**config.mk**
```make
export PLATFORM = sky130hd
export DESIGN_NAME = codificador_stream
export DESIGN_NICKNAME = d
export VERILOG_FILES = /design/src/rtl/codificador_pkg.sv /design/src/rtl/codificador_core.sv /design/src/rtl/codificador_stream.sv
export SDC_FILE = /design/constraint.sdc
export NUM_CORES = 1
export LEC_CHECK = 0
export CAP_MARGIN = 20
export CORE_MARGIN = 1.5
export CORE_UTILIZATION = 40
export CTS_BUF_LIST = sky130_fd_sc_hd__clkbuf_4 sky130_fd_sc_hd__clkbuf_8 sky130_fd_sc_hd__clkbuf_16
export DETAILED_ROUTE_END_ITERATION = 6
export HOLD_SLACK_MARGIN = 0.1
export PLACE_DENSITY_LB_ADDON = 0.1
export SYNTH_ARGS = -nofsm -noshare
export SYNTH_HDL_FRONTEND = slang
export SYNTH_SLANG_ARGS = --single-unit
```
**constraint.sdc**
```tcl
create_clock -name clk -period 4.95 [get_ports clk]
set_input_delay 0.99 -clock clk [delete_from_list [all_inputs] [get_ports clk]]
set_output_delay 0.99 -clock clk [all_outputs]
set_load 0.02 [all_outputs]
```
**src/rtl/codificador_pkg.sv**
```systemverilog
// codificador_pkg: encoding modes and shared widths for the stream encoder
package codificador_pkg;
  typedef logic [1:0] mode_t;
  localparam mode_t MODE_IDENT  = 2'd0;
  localparam mode_t MODE_GRAY   = 2'd1;
  localparam mode_t MODE_EXCESS = 2'd2;
  localparam mode_t MODE_NEG    = 2'd3;
  localparam int COUNT_W = 16;
endpackage

```
**src/rtl/codificador_core.sv**
```systemverilog
// codificador_core: combinational word encoder (identity, Gray, excess-OFFSET, negate)
module codificador_core
  import codificador_pkg::*;
#(
  parameter int WIDTH  = 4,
  parameter int OFFSET = 3
) (
  input  logic [WIDTH-1:0] x,
  input  mode_t            mode,
  output logic [WIDTH-1:0] y,
  output logic             ovf
);
  localparam logic [WIDTH:0]   OFF_EXT  = (WIDTH+1)'(OFFSET);
  localparam logic [WIDTH-1:0] MOST_NEG = {1'b1, {(WIDTH-1){1'b0}}};
  logic [WIDTH:0]   sum;
  logic [WIDTH-1:0] gray;
  logic [WIDTH-1:0] neg;
  always_comb begin
    sum  = {1'b0, x} + OFF_EXT;
    gray = x ^ (x >> 1);
    neg  = ~x + 1'b1;
    y    = (mode == MODE_IDENT)  ? x :
           (mode == MODE_GRAY)   ? gray :
           (mode == MODE_EXCESS) ? sum[WIDTH-1:0] : neg;
    ovf  = (mode == MODE_EXCESS) ? sum[WIDTH] :
           (mode == MODE_NEG)    ? (x == MOST_NEG) : 1'b0;
  end
endmodule

```
**src/rtl/codificador_stream.sv**
```systemverilog
// codificador_stream: handshaked encoder feeding a DEPTH-entry output FIFO
module codificador_stream
  import codificador_pkg::*;
#(
  parameter int WIDTH  = 4,
  parameter int DEPTH  = 4,
  parameter int OFFSET = 3
) (
  input  logic                     clk,
  input  logic                     reset,
  input  logic                     in_valid,
  output logic                     in_ready,
  input  logic [WIDTH-1:0]         in_data,
  input  logic [1:0]               mode,
  output logic                     out_valid,
  input  logic                     out_ready,
  output logic [WIDTH-1:0]         out_data,
  output logic                     out_ovf,
  output logic [$clog2(DEPTH):0]   level,
  output logic [COUNT_W-1:0]       count
);
  localparam int AW = $clog2(DEPTH);
  localparam int LW = AW + 1;
  logic [WIDTH-1:0]   data_q [DEPTH];
  logic               ovf_q  [DEPTH];
  logic [AW-1:0]      wr_ptr_q, wr_ptr_d, rd_ptr_q, rd_ptr_d;
  logic [LW-1:0]      level_q, level_d;
  logic [COUNT_W-1:0] count_q, count_d;
  logic [WIDTH-1:0]   enc_y;
  logic               enc_ovf;
  logic               push, pop;
  codificador_core #(.WIDTH(WIDTH), .OFFSET(OFFSET)) u_core (
    .x    (in_data),
    .mode (mode),
    .y    (enc_y),
    .ovf  (enc_ovf)
  );
  always_comb begin
    in_ready  = (level_q != LW'(DEPTH));
    out_valid = (level_q != '0);
    push      = in_valid && in_ready;
    pop       = out_valid && out_ready;
    wr_ptr_d  = push ? wr_ptr_q + 1'b1 : wr_ptr_q;
    rd_ptr_d  = pop ? rd_ptr_q + 1'b1 : rd_ptr_q;
    level_d   = level_q + LW'(push) - LW'(pop);
    count_d   = push ? count_q + 1'b1 : count_q;
    out_data  = out_valid ? data_q[rd_ptr_q] : '0;
    out_ovf   = out_valid && ovf_q[rd_ptr_q];
    level     = level_q;
    count     = count_q;
  end
  // Storage needs no reset: the head is masked whenever level is zero.
  always_ff @(posedge clk) begin
    if (push) begin
      data_q[wr_ptr_q] <= enc_y;
      ovf_q[wr_ptr_q]  <= enc_ovf;
    end
  end
  always_ff @(posedge clk or negedge reset) begin
    if (!reset) begin
      wr_ptr_q <= '0;
      rd_ptr_q <= '0;
      level_q  <= '0;
      count_q  <= '0;
    end else begin
      wr_ptr_q <= wr_ptr_d;
      rd_ptr_q <= rd_ptr_d;
      level_q  <= level_d;
      count_q  <= count_d;
    end
  end
endmodule

```
* Yosys cells after proc, flatten, opt, wreduce, memory -nomap -nowiden
Memories as Yosys holds them, arrays and structs flattened. Cells that the tools add are included.
Word-level totals: bits of input ports 10, bits in writable memories 20, memories 2, register bits 23, output and inout port bits 26, word-level logic and storage cells 33
Operators by class: mux-type cells 8, add/subtract/negate cells 7, reduce and logical (&&, ||, !) cells 5, equality and inequality tests 5, bitwise gates (word level) 2
Memories:
- data_q | words 4, width 4, rd ports 1, clocked after memory_dff 0, write ports 1, line codificador_stream.sv:24 | logic [WIDTH-1:0] data_q [DEPTH];
- ovf_q | words 4, width 1, rd ports 1, clocked after memory_dff 0, write ports 1, line codificador_stream.sv:25 | logic ovf_q [DEPTH];
Operators by type and width (number):
- adder 16 x 1 -> 16 bit (second input constant) | 1
- two-way mux 4 bit | 4
- adder 4 x 2 -> 5 bit (second input constant) | 1
- adder 2 x 1 -> 2 bit (second input constant) | 2
- adder 4 x 1 -> 4 bit (second input constant) | 1
- == test 2 bit (second input constant) | 2
- == test 4 bit (second input constant) | 1
- two-way mux 1 bit | 4
- inverter 4 bit | 1
- XOR 4 x 3 -> 4 bit | 1
- adder 3 x 1 -> 3 bit | 1
- logical AND 1 bit | 3
- inequality test 3 bit (second input constant) | 1
- nonzero test 3 bit | 1
- subtractor 3 x 1 -> 3 bit | 1
- == test 2 x 1 -> 1 bit (second input constant) | 1
- logical NOT 2 bit | 1

* Logic depth before layout (Yosys ltp)
Gate-level depths: netlist of the first run.
depth after elaboration 5, mapped depth 10, depth with buffers taken out 8

* Hierarchy
A second synthesis of the first run with hierarchy kept.
Second synthesis, totals: cell total of the unflattened synthesis 163, area total of the unflattened synthesis 2155.8 um^2
By module, submodules not included:
- codificador_stream | area each 1891.8 um^2, cells each 129, sequential area each 1176.1 um^2, times used 1
- codificador_core | area each 264.0 um^2, cells each 34, sequential area each 0.0 um^2, times used 1

* Least setup slack after synthesis of the first run
OpenSTA, ideal clock, no wires.
kind register to register, from register level_q[1] (netlist: level[1]), to register level_q[2] (netlist: level[2]), library setup time 0.123 ns, arrival time 2.256 ns, path slack 2.572 ns, buffers on the path 1, clock period less this slack 2.378 ns, cell stages (with the launch flop) 9, data required time 4.827 ns, cell sequence dfrtp_1 > or3_1 > clkbuf_1 > and2_1 > ha_1 > inv_1 > ha_1 > fa_1 > xnor2_1
On the way: elaborated cells between the ends (all ways) 6, classes of those cells add/sub (2); eq/ne (1); reduce/logical (3)
RTL lines:
- start, declared | line codificador_stream.sv:27 | logic [LW-1:0] level_q, level_d;
- start signal, assigned | line codificador_stream.sv:68 | level_q <= level_d;
- nonzero test 3 bit | line codificador_stream.sv:40 | out_valid = (level_q != '0);
- named net out_valid | line codificador_stream.sv:15 | output logic out_valid,
- logical AND 1 bit | line codificador_stream.sv:42 | pop = out_valid && out_ready;
- named net pop | line codificador_stream.sv:31 | logic push, pop;
- subtractor 3 x 1 -> 3 bit | line codificador_stream.sv:45 | level_d = level_q + LW'(push) - LW'(pop);
- named net level_d[2] | line codificador_stream.sv:27
The timed path passes the listed nets, and every way through them passes these cells. A chain may end at the register's enable or synchronous reset.

* Final worst setup path of the first run
from register rd_ptr_q[0], to output port out_data[1]
On the way: word-level cells in the longest chain between the ends 2
RTL lines:
- start, declared | line codificador_stream.sv:26 | logic [AW-1:0] wr_ptr_q, wr_ptr_d, rd_ptr_q, rd_ptr_d;
- start signal, assigned | line codificador_stream.sv:67 | rd_ptr_q <= rd_ptr_d;
- memory read (4 x 4 bit)
- two-way mux 4 bit | line codificador_stream.sv:47 | out_data = out_valid ? data_q[rd_ptr_q] : '0;
- end, declared | line codificador_stream.sv:17 | output logic [WIDTH-1:0] out_data,
No other way between the ends.

==> results of run 1 <==
[final cells by class]
cell class	count	area share, %
Timing Repair Buffer	36	13.70
Tap cell	70	3.283
Inverter	10	1.407
Clock buffer	6	2.861
Multi-Input combinational cell	109	34.38
Sequential cell	43	44.09
Clock inverter	2	0.2814
[registers in the layout (all words and copies together), names as in the netlist]
name      cells
count        16
data_q       16
level         3
ovf_q         4
rd_ptr_q      2
wr_ptr_q      2
[logic make-up (layout without fill, tap and decap cells)]
| family | after synthesis | count (layout) |
|---|---|---|
| muxes | 6 | 6 |
| AOI/OAI and AO/OA | 10 | 10 |
| buffers and inverters | 17 | 54 |
| DFF | 43 | 43 |
| and+or+nand+nor | 55 | 55 |
| xor gates and xnor gates | 23 | 23 |
| adders and majority gates | 15 | 15 |
[layer usage]
metal / up-vias / part of all wire, % / track usage (%)
met5: - / 0 / 0
met4: 0 / 0.59 / 3.889
met3: 2 / 6.2 / 4.286
met2: 49 / 49 / 22.21
met1: 662 / 45 / 19.49
li1: 660 / - / -
[synthesized netlist by cell type (all sizes together) (2+ instances only)]
master and number:
a211oi 2, a21oi 2, and2 8, and3 7
buf 5, clkbuf 2, dfrtp 23, edfxtp 20
ha 14, inv 10, mux4 5, nand2 14
nand3 5, nand4 7, nor2 5, nor2b 3
o21ai 3, xnor2 17, xor2 6
[metrics by stage]
step	area (um2)	cells	hold WS [ns]
after floorplan	2173	169	0.5796
after global placement	2569	267	0.4616
after detailed placement	2569	267	0.4700
after CTS	2653	275	0.4805
after global routing	2668	276	0.5187
final	2668	276	0.4778
[how the worst max path moves through the flow]
| stage | slack [ns] | to | start |
|---|---|---|---|
| 2_1_floorplan | 2.57 | level[2] | level[1] |
| 3_3_place_gp | 2.00 | level[2] | in_valid |
| 3_5_place_dp | 1.95 | level[2] | in_valid |
| 4_1_cts | 1.80 | out_data[1] | rd_ptr_q[0] |
| 5_1_grt | 1.71 | out_data[1] | rd_ptr_q[0] |
| 6_report | 1.82 | out_data[1] | rd_ptr_q[0] |
[cells in the final DEF, fill, tap and decap left out, types with 6 or more instances in the layout]
cell type        instances
clkdlybuf4s50_1         35
dfrtp_1                 23
edfxtp_1                20
xnor2_1                 17
nand2_1                 14
ha_1                    14
inv_1                    9
and2_1                   7
and3_1                   7
xor2_1                   6
nand4_1                  6
[power groups by stage]
stage	Clock, uW	Sequential, uW	Combinational, uW
after floorplan	0	577	326
after global placement	0	565	533
after detailed placement	0	573	544
after CTS	217	566	546
after global routing	236	580	585
final	212	563	540
==> flow_metrics.env, run 1 <==
export IMPL_synthSimpleGateAreaFrac_pct=15.43
export IMPL_cts_path_max_buffers=2
export IMPL_fp_dieH_um=76.71
export IMPL_postCtsHoldBufs=0
export IMPL_tritoncts="built"
export IMPL_vdd_drop_max_uv=304.5
export IMPL_end_kind="output pin"
export IMPL_utilization_pct=51.57
export IMPL_finalSetupViolCount=0
export IMPL_die_width_um=76.71
export IMPL_clk_pin_slew_ns=0.08
export IMPL_synth_compound_area_share_pct=2.879
export IMPL_worst_pin_slew_ns=0.4895
export IMPL_critPathBufInv=1
export IMPL_wl_um=3876
export IMPL_post_route_min_period_ns=3.125
export IMPL_synth_distinct_cells=37
export IMPL_synth_edf_count=20
export IMPL_multi_input_area_um2=917.1
export IMPL_grt_max_degree=24
export IMPL_power_uw=1314
export IMPL_cts_sinks=43
export IMPL_routed_via_density=4.975
export IMPL_drtIter0Drc=75
export IMPL_crit_slowest_cell="dfrtp_1"
export IMPL_grt_overflow_total=0
export IMPL_cts_buffers=5
export IMPL_port_buffers=35
export IMPL_power_per_cell_area_nw_per_um2=492.7
export IMPL_synth_top_area_cell="edfxtp_1"
export IMPL_dp_slack_ns=1.949
export IMPL_syn_num_nets=194
export IMPL_num_rows=26
export IMPL_cts_root_buf="clkbuf_8"
export IMPL_wl_per_cell_um=14.04
export IMPL_synthMuxAreaShare_pct=5.642
export IMPL_ys_ff_latch=43
export IMPL_nets=230
export IMPL_htree_levels=2
export IMPL_drcViolationCount=0
export IMPL_fin_tns_setup_ns=0
export IMPL_hold_end="count[15]"
export IMPL_p_sw_uw=463.5
export IMPL_grt_pass1_vias=1323
export IMPL_grt_usage_pct=14.31
export IMPL_finalCritPeriodShare_pct=63.13
export IMPL_nFillCells=450
export IMPL_finalHoldViolations=0
export IMPL_r2r_slack_ns=2.66
export IMPL_r2r_cells=7
export IMPL_fin_ws_ns=1.825
export IMPL_cp_slowest_stage_delay_ns=0.58
export IMPL_max_slew_margin_pct=67.27
export IMPL_seq_area_frac_synth_pct=54.12
export IMPL_path_cells="mux4_2, and2_1, clkdlybuf4s50_1"
export IMPL_antenna_found_initial=0
export IMPL_antennaDiodeCount=0
export IMPL_cp_arrival_ns=2.14
export IMPL_cp_top_family="flip-flops"
export IMPL_crit_path_start_kind="flip-flop"
export IMPL_sw_frac_of_total_pct=35.27
export IMPL_dpl_hpwl_um=2944
export IMPL_gp_congestion=0.8233
export IMPL_synth_xor_area_share_pct=9.269
export IMPL_slew_violations=0
export IMPL_p_leak_uw=0.001097
export IMPL_synth_area_leaders="edfxtp_1, dfrtp_1, ha_1"
export IMPL_pin_count=36
export IMPL_postSynthCellCount=169
export IMPL_drtAntennaViolNets=0
export IMPL_p_seq_share_pct=42.8
export IMPL_cap_violations=0
export IMPL_syn_cell_area_um2=2173
export IMPL_min_path_cells=1
export IMPL_finClkSkew_ns=0.004938
export IMPL_synth_fa_ha_area_share_pct=8.981
export IMPL_syn_avg_cell_area_um2=12.86
export IMPL_vias=1373
export IMPL_hold_start="count[15]"
export IMPL_dieArea_um2=5884
export IMPL_clk_latency_ns=0.29
export IMPL_synth_top_area_share_pct=27.63
export IMPL_status="complete, no violations"
export IMPL_rsz0062_at_grt="false"
export IMPL_synth_warnings=0
export IMPL_path_depth=3
export IMPL_layout_drive_gt1_share_pct=9.223
export IMPL_p_comb_share_pct=41.1
export IMPL_synth_flop_cell="dfrtp_1"
export IMPL_core_area_um2=5172
export IMPL_p_int_uw=850.7
export IMPL_area_growth_pct=22.74
export IMPL_hold_class="reg -> reg"
export IMPL_cp_required_ns=3.96
export IMPL_critPathKind="reg -> out"
export IMPL_regArea_um2=1176
export IMPL_initial_core_util_pct=42.02
export IMPL_critPathMaxFanout=7
export IMPL_grt_pass1_wl_um=6506
export IMPL_first_pass_iters=4
export IMPL_reg2reg_from="level[1]"
export IMPL_max_clock_freq_mhz=320.0
export IMPL_post_cts_buffers=0
export IMPL_p_clk_share_pct=16.1
export IMPL_r2r_end="level[2]"
export IMPL_synth_top_family_by_area="simple AND/OR/NAND/NOR gates"
export IMPL_ys_async_sr_fraction_pct=53.49
export IMPL_cts_resized=0
No activity file was read; power rests on OpenSTA's default activity.
==> run 2, diff against run 1 <==
==> constraint.sdc (replaced) <==
create_clock -name clk -period 2.9 [get_ports clk]
set_input_delay 0.58 -clock clk [delete_from_list [all_inputs] [get_ports clk]]
set_output_delay 0.58 -clock clk [all_outputs]
set_load 0.02 [all_outputs]
==> run 2 against run 1 <==
Against the previous run: die area did not move; core utilization rose by 0.24 points; sequential power rose by 70%.
==> flow_metrics.env, run 2 (synthesis gave the netlist of run 1 again) <==
export IMPL_grt_max_degree=24
export IMPL_cap_violations=0
export IMPL_antennaDiodeCount=0
export IMPL_cts_resized=0
export IMPL_p_leak_uw=0.001106
export IMPL_fin_tns_setup_ns=0
export IMPL_die_width_um=76.71
export IMPL_multi_input_area_um2=917.1
export IMPL_drcViolationCount=0
export IMPL_path_cells="mux4_2, and2_1, clkdlybuf4s50_1"
export IMPL_regArea_um2=1176
export IMPL_grt_usage_pct=14.46
export IMPL_post_cts_buffers=0
export IMPL_clk_pin_slew_ns=0.08
export IMPL_crit_path_start_kind="flip-flop"
export IMPL_finalHoldViolations=0
export IMPL_end_kind="output pin"
export IMPL_area_growth_pct=23.32
export IMPL_dpl_hpwl_um=2902
export IMPL_cp_required_ns=2.32
export IMPL_pin_count=36
export IMPL_drtIter0Drc=96
export IMPL_worst_pin_slew_ns=0.4418
export IMPL_tritoncts="built"
export IMPL_cts_sinks=43
export IMPL_wl_per_cell_um=13.71
export IMPL_postCtsHoldBufs=0
export IMPL_core_area_um2=5172
export IMPL_cts_root_buf="clkbuf_8"
export IMPL_clk_latency_ns=0.29
export IMPL_finalSetupViolCount=0
export IMPL_critPathMaxFanout=7
export IMPL_post_route_min_period_ns=2.703
export IMPL_grt_pass1_vias=1348
export IMPL_slew_violations=0
export IMPL_gp_congestion=0.8180
export IMPL_port_buffers=35
export IMPL_routed_via_density=4.877
export IMPL_initial_core_util_pct=42.02
export IMPL_wl_um=3784
export IMPL_num_rows=26
export IMPL_vdd_drop_max_uv=399.1
export IMPL_critPathKind="reg -> out"
export IMPL_max_clock_freq_mhz=370.0
export IMPL_vias=1346
export IMPL_cts_path_max_buffers=2
export IMPL_grt_pass1_wl_um=6603
export IMPL_dieArea_um2=5884
export IMPL_max_slew_margin_pct=70.46
export IMPL_nets=230
export IMPL_fp_dieH_um=76.71
export IMPL_hold_class="reg -> reg"
export IMPL_first_pass_iters=4
export IMPL_layout_drive_gt1_share_pct=10.19
export IMPL_cp_arrival_ns=2.12
export IMPL_power_per_cell_area_nw_per_um2=855.3
export IMPL_layout_commonest_cell="clkdlybuf4s50_1"
export IMPL_finClkSkew_ns=0.008290
export IMPL_rsz0062_at_grt="false"
export IMPL_cp_slowest_stage_delay_ns=0.58
export IMPL_drtAntennaViolNets=0
export IMPL_grt_overflow_total=0
export IMPL_nFillCells=433
export IMPL_antenna_found_initial=0
export IMPL_htree_levels=2
export IMPL_status="complete, no violations"
export IMPL_cts_buffers=5
export IMPL_final_cell_mix="clkdlybuf4s50_1, dfrtp_1, edfxtp_1"
export IMPL_crit_slowest_cell="dfrtp_1"
export IMPL_timing_hold_ws_ns=0.4845
export IMPL_finalCritPeriodShare_pct=93.20
-- run 2: cell count changes in the layout (fill, tap and decap cells not counted), sizes merged --
cell,change
clkinv,-2
clkbuf,+2
-- run 2: final timing paths --
check                                    to  slack, ns  depth (start not counted)         from
min in group asynchronous       rd_ptr_q[1]       0.64                          2        reset
max in group asynchronous       wr_ptr_q[1]       2.03                          2        reset
worst min-delay path              count[15]       0.48                          1    count[15]
worst max-delay path            out_data[1]       0.20                          3  rd_ptr_q[0]
worst min register to register    count[15]       0.48                          1    count[15]
worst max register to register     level[2]       0.63                          7     level[1]
-- run 2: layout make-up --
| type | count | share of cell area (%) |
|---|---|---|
| clock buffers | 8 | 3.875 |
| inverters | 10 | 1.401 |
| well taps | 70 | 3.268 |
| flip-flops and latches | 43 | 43.88 |
| multi-input cells | 109 | 34.22 |
| repair buffers | 36 | 13.35 |
-- run 2: worst max-delay path: cells and delay by family, from the launching register on --
kind / cells / cell delay, ns
AND/OR/NAND/NOR: 1 / 0.17
multiplexers: 1 / 0.56
flip-flops: 1 / 0.58
buffers and inverters: 1 / 0.53
-- run 2: layer usage --
layer	wire length (um)	vias to the layer above	part of all wire [%]	global-route usage, %
met4	57	0	1.5	5.000
met2	1818	34	48	22.74
met3	172	5	4.5	4.286
met1	1736	647	46	19.05
li1	-	660	-	-
met5	0	-	0	0
-- run 2: report_power, final --
part / switching (uW) / internal [uW] / leakage [uW]
Clock: 185 / 227 / 0.0000549
Combinational: 444 / 479 / 0.000570
Sequential: 157 / 802 / 0.000481
Total: 785 / 1510 / 0.00111
-- run 2: per-stage QoR --
step | instance area (um2) | utilization [%] | std cells | setup slack [ns] | power [uW]
2_1_floorplan | 2173 | - | 169 | 0.5217 | 1540
3_3_place_gp | 2576 | 49.81 | 268 | 0.3516 | 1877
3_5_place_dp | 2576 | 49.81 | 268 | 0.3009 | 1907
4_1_cts | 2680 | 51.81 | 276 | 0.1598 | 2327
5_1_grt | 2680 | 51.81 | 276 | 0.08294 | 2456
6_report | 2680 | 51.81 | 276 | 0.1973 | 2292
==> run 3, diff against run 2 <==
==> constraint.sdc (replaced) <==
create_clock -name clk -period 2.9 [get_ports clk]
set_input_delay 0.58 -clock clk [delete_from_list [all_inputs] [get_ports clk]]
set_output_delay 0.58 -clock clk [all_outputs]
set_load 0.1 [all_outputs]
==> run 3 against run 2 <==
Against the previous run: hold slack about the same; global-route usage rose by 0.95 points; via count increased by 1.1%; sequential share of layout area up 1.3 points; wire length increased by 3.8%; worst setup slack better by 0.28 ns.
==> flow_metrics.env, run 3 (synthesis gave the netlist of run 1 again) <==
export IMPL_status="complete, no violations"
export IMPL_cts_buffers=5
export IMPL_reg2reg_from="level[1]"
export IMPL_core_area_um2=5172
export IMPL_cts_root_buf="clkbuf_8"
export IMPL_end_kind="output pin"
export IMPL_fin_tns_setup_ns=0
export IMPL_post_route_min_period_ns=2.426
export IMPL_crit_slowest_cell="dfrtp_1"
export IMPL_grt_usage_pct=15.41
export IMPL_r2r_cells=7
export IMPL_grt_overflow_total=0
export IMPL_layout_commonest_cell="buf_4"
export IMPL_crit_path_start_kind="flip-flop"
export IMPL_nFillCells=478
export IMPL_routed_via_density=4.931
export IMPL_grt_max_degree=24
export IMPL_hold_class="reg -> reg"
export IMPL_slew_violations=0
export IMPL_tritoncts="built"
export IMPL_cts_sinks=43
export IMPL_drtAntennaViolNets=0
export IMPL_dpl_hpwl_um=3025
export IMPL_cp_slowest_stage_delay_ns=0.58
export IMPL_hold_end="count[15]"
export IMPL_post_cts_buffers=0
export IMPL_clk_pin_slew_ns=0.07
export IMPL_num_rows=26
export IMPL_die_width_um=76.71
export IMPL_first_pass_iters=4
export IMPL_initial_core_util_pct=42.02
export IMPL_fp_dieH_um=76.71
export IMPL_max_clock_freq_mhz=412.1
export IMPL_critPathKind="reg -> out"
export IMPL_wl_per_cell_um=14.24
export IMPL_dieArea_um2=5884
export IMPL_wl_um=3929
export IMPL_cts_resized=0
export IMPL_rsz0062_at_grt="false"
export IMPL_antenna_found_initial=0
export IMPL_antennaDiodeCount=0
export IMPL_pin_count=36
export IMPL_layout_drive_gt1_share_pct=26.70
export IMPL_worst_pin_slew_ns=0.5295
export IMPL_finalCritPeriodShare_pct=83.67
export IMPL_gp_congestion=0.7754
export IMPL_path_cells="mux4_2, and2_2, buf_4"
export IMPL_finClkSkew_ns=0.007435
export IMPL_r2r_slack_ns=0.63
export IMPL_cp_arrival_ns=1.85
export IMPL_port_buffers=35
export IMPL_finalHoldViolations=0
export IMPL_cap_violations=0
export IMPL_drcViolationCount=0
export IMPL_grt_pass1_wl_um=7148
export IMPL_cts_path_max_buffers=2
export IMPL_vias=1361
export IMPL_drtIter0Drc=60
export IMPL_htree_levels=2
export IMPL_area_growth_pct=20.09
export IMPL_hold_start="count[15]"
export IMPL_critPathMaxFanout=7
export IMPL_r2r_end="level[2]"
export IMPL_nets=230
export IMPL_grt_pass1_vias=1437
export IMPL_cp_required_ns=2.32
export IMPL_final_cell_mix="buf_4, dfrtp_1, edfxtp_1"
export IMPL_postCtsHoldBufs=0
export IMPL_clk_latency_ns=0.29
export IMPL_finalSetupViolCount=0
export IMPL_min_path_cells=1
export IMPL_max_slew_margin_pct=64.33
==> run 3: through the flow <==
stage | hold WS [ns] | util [%] | cell area, um2 | setup slack, ns | instances
floorplan | 0.2844 | - | 2185 | 0.05071 | 169
finish | 0.4842 | 50.46 | 2610 | 0.4736 | 276
CTS | 0.4994 | 50.46 | 2610 | 0.4319 | 276
global placement | 0.4636 | 48.74 | 2521 | 0.3557 | 268
detailed placement | 0.4885 | 48.74 | 2521 | 0.2494 | 268
global route | 0.5278 | 50.46 | 2610 | 0.3566 | 276
==> run 3: worst max-delay path, delay by kind of cell, from the launching register on <==
kind | cells | cell delay, ns
buffers and inverters | 1 | 0.23
AND/OR/NAND/NOR | 1 | 0.20
multiplexers | 1 | 0.56
flip-flops | 1 | 0.58
==> run 3: how the worst max path moves through the flow <==
stage                 from          end  slack [ns]
2_1_floorplan     level[1]     level[2]        0.05
3_3_place_gp      in_valid     level[2]        0.36
3_5_place_dp      in_valid     level[2]        0.25
4_1_cts        rd_ptr_q[0]  out_data[2]        0.43
5_1_grt        rd_ptr_q[0]  out_data[2]        0.36
6_report       rd_ptr_q[0]  out_data[3]        0.47
==> run 3: cell type report <==
class | count | area [um2] | share of cell area (%)
Clock buffer | 7 | 83.83 | 3.212
Clock inverter | 1 | 5.005 | 0.1918
Inverter | 10 | 37.54 | 1.438
Multi-Input combinational cell | 109 | 923.4 | 35.38
Sequential cell | 43 | 1180 | 45.21
Tap cell | 70 | 87.58 | 3.356
Timing Repair Buffer | 36 | 292.8 | 11.22
==> run 3: routing by layer <==
metal  up-vias  track usage [%]  routed length (um)  share of wire (%)
met5         -                0                   0                  0
met4         0            4.444                  34               0.87
met3         4            3.690                 129                3.3
met2        27            24.25                1880                 48
met1       670            21.21                1885                 48
li1        660                -                   -                  -
Power of run 3 is not shown: default switching activity piles up to over one toggle a cycle in this logic, so the estimate is an artifact.
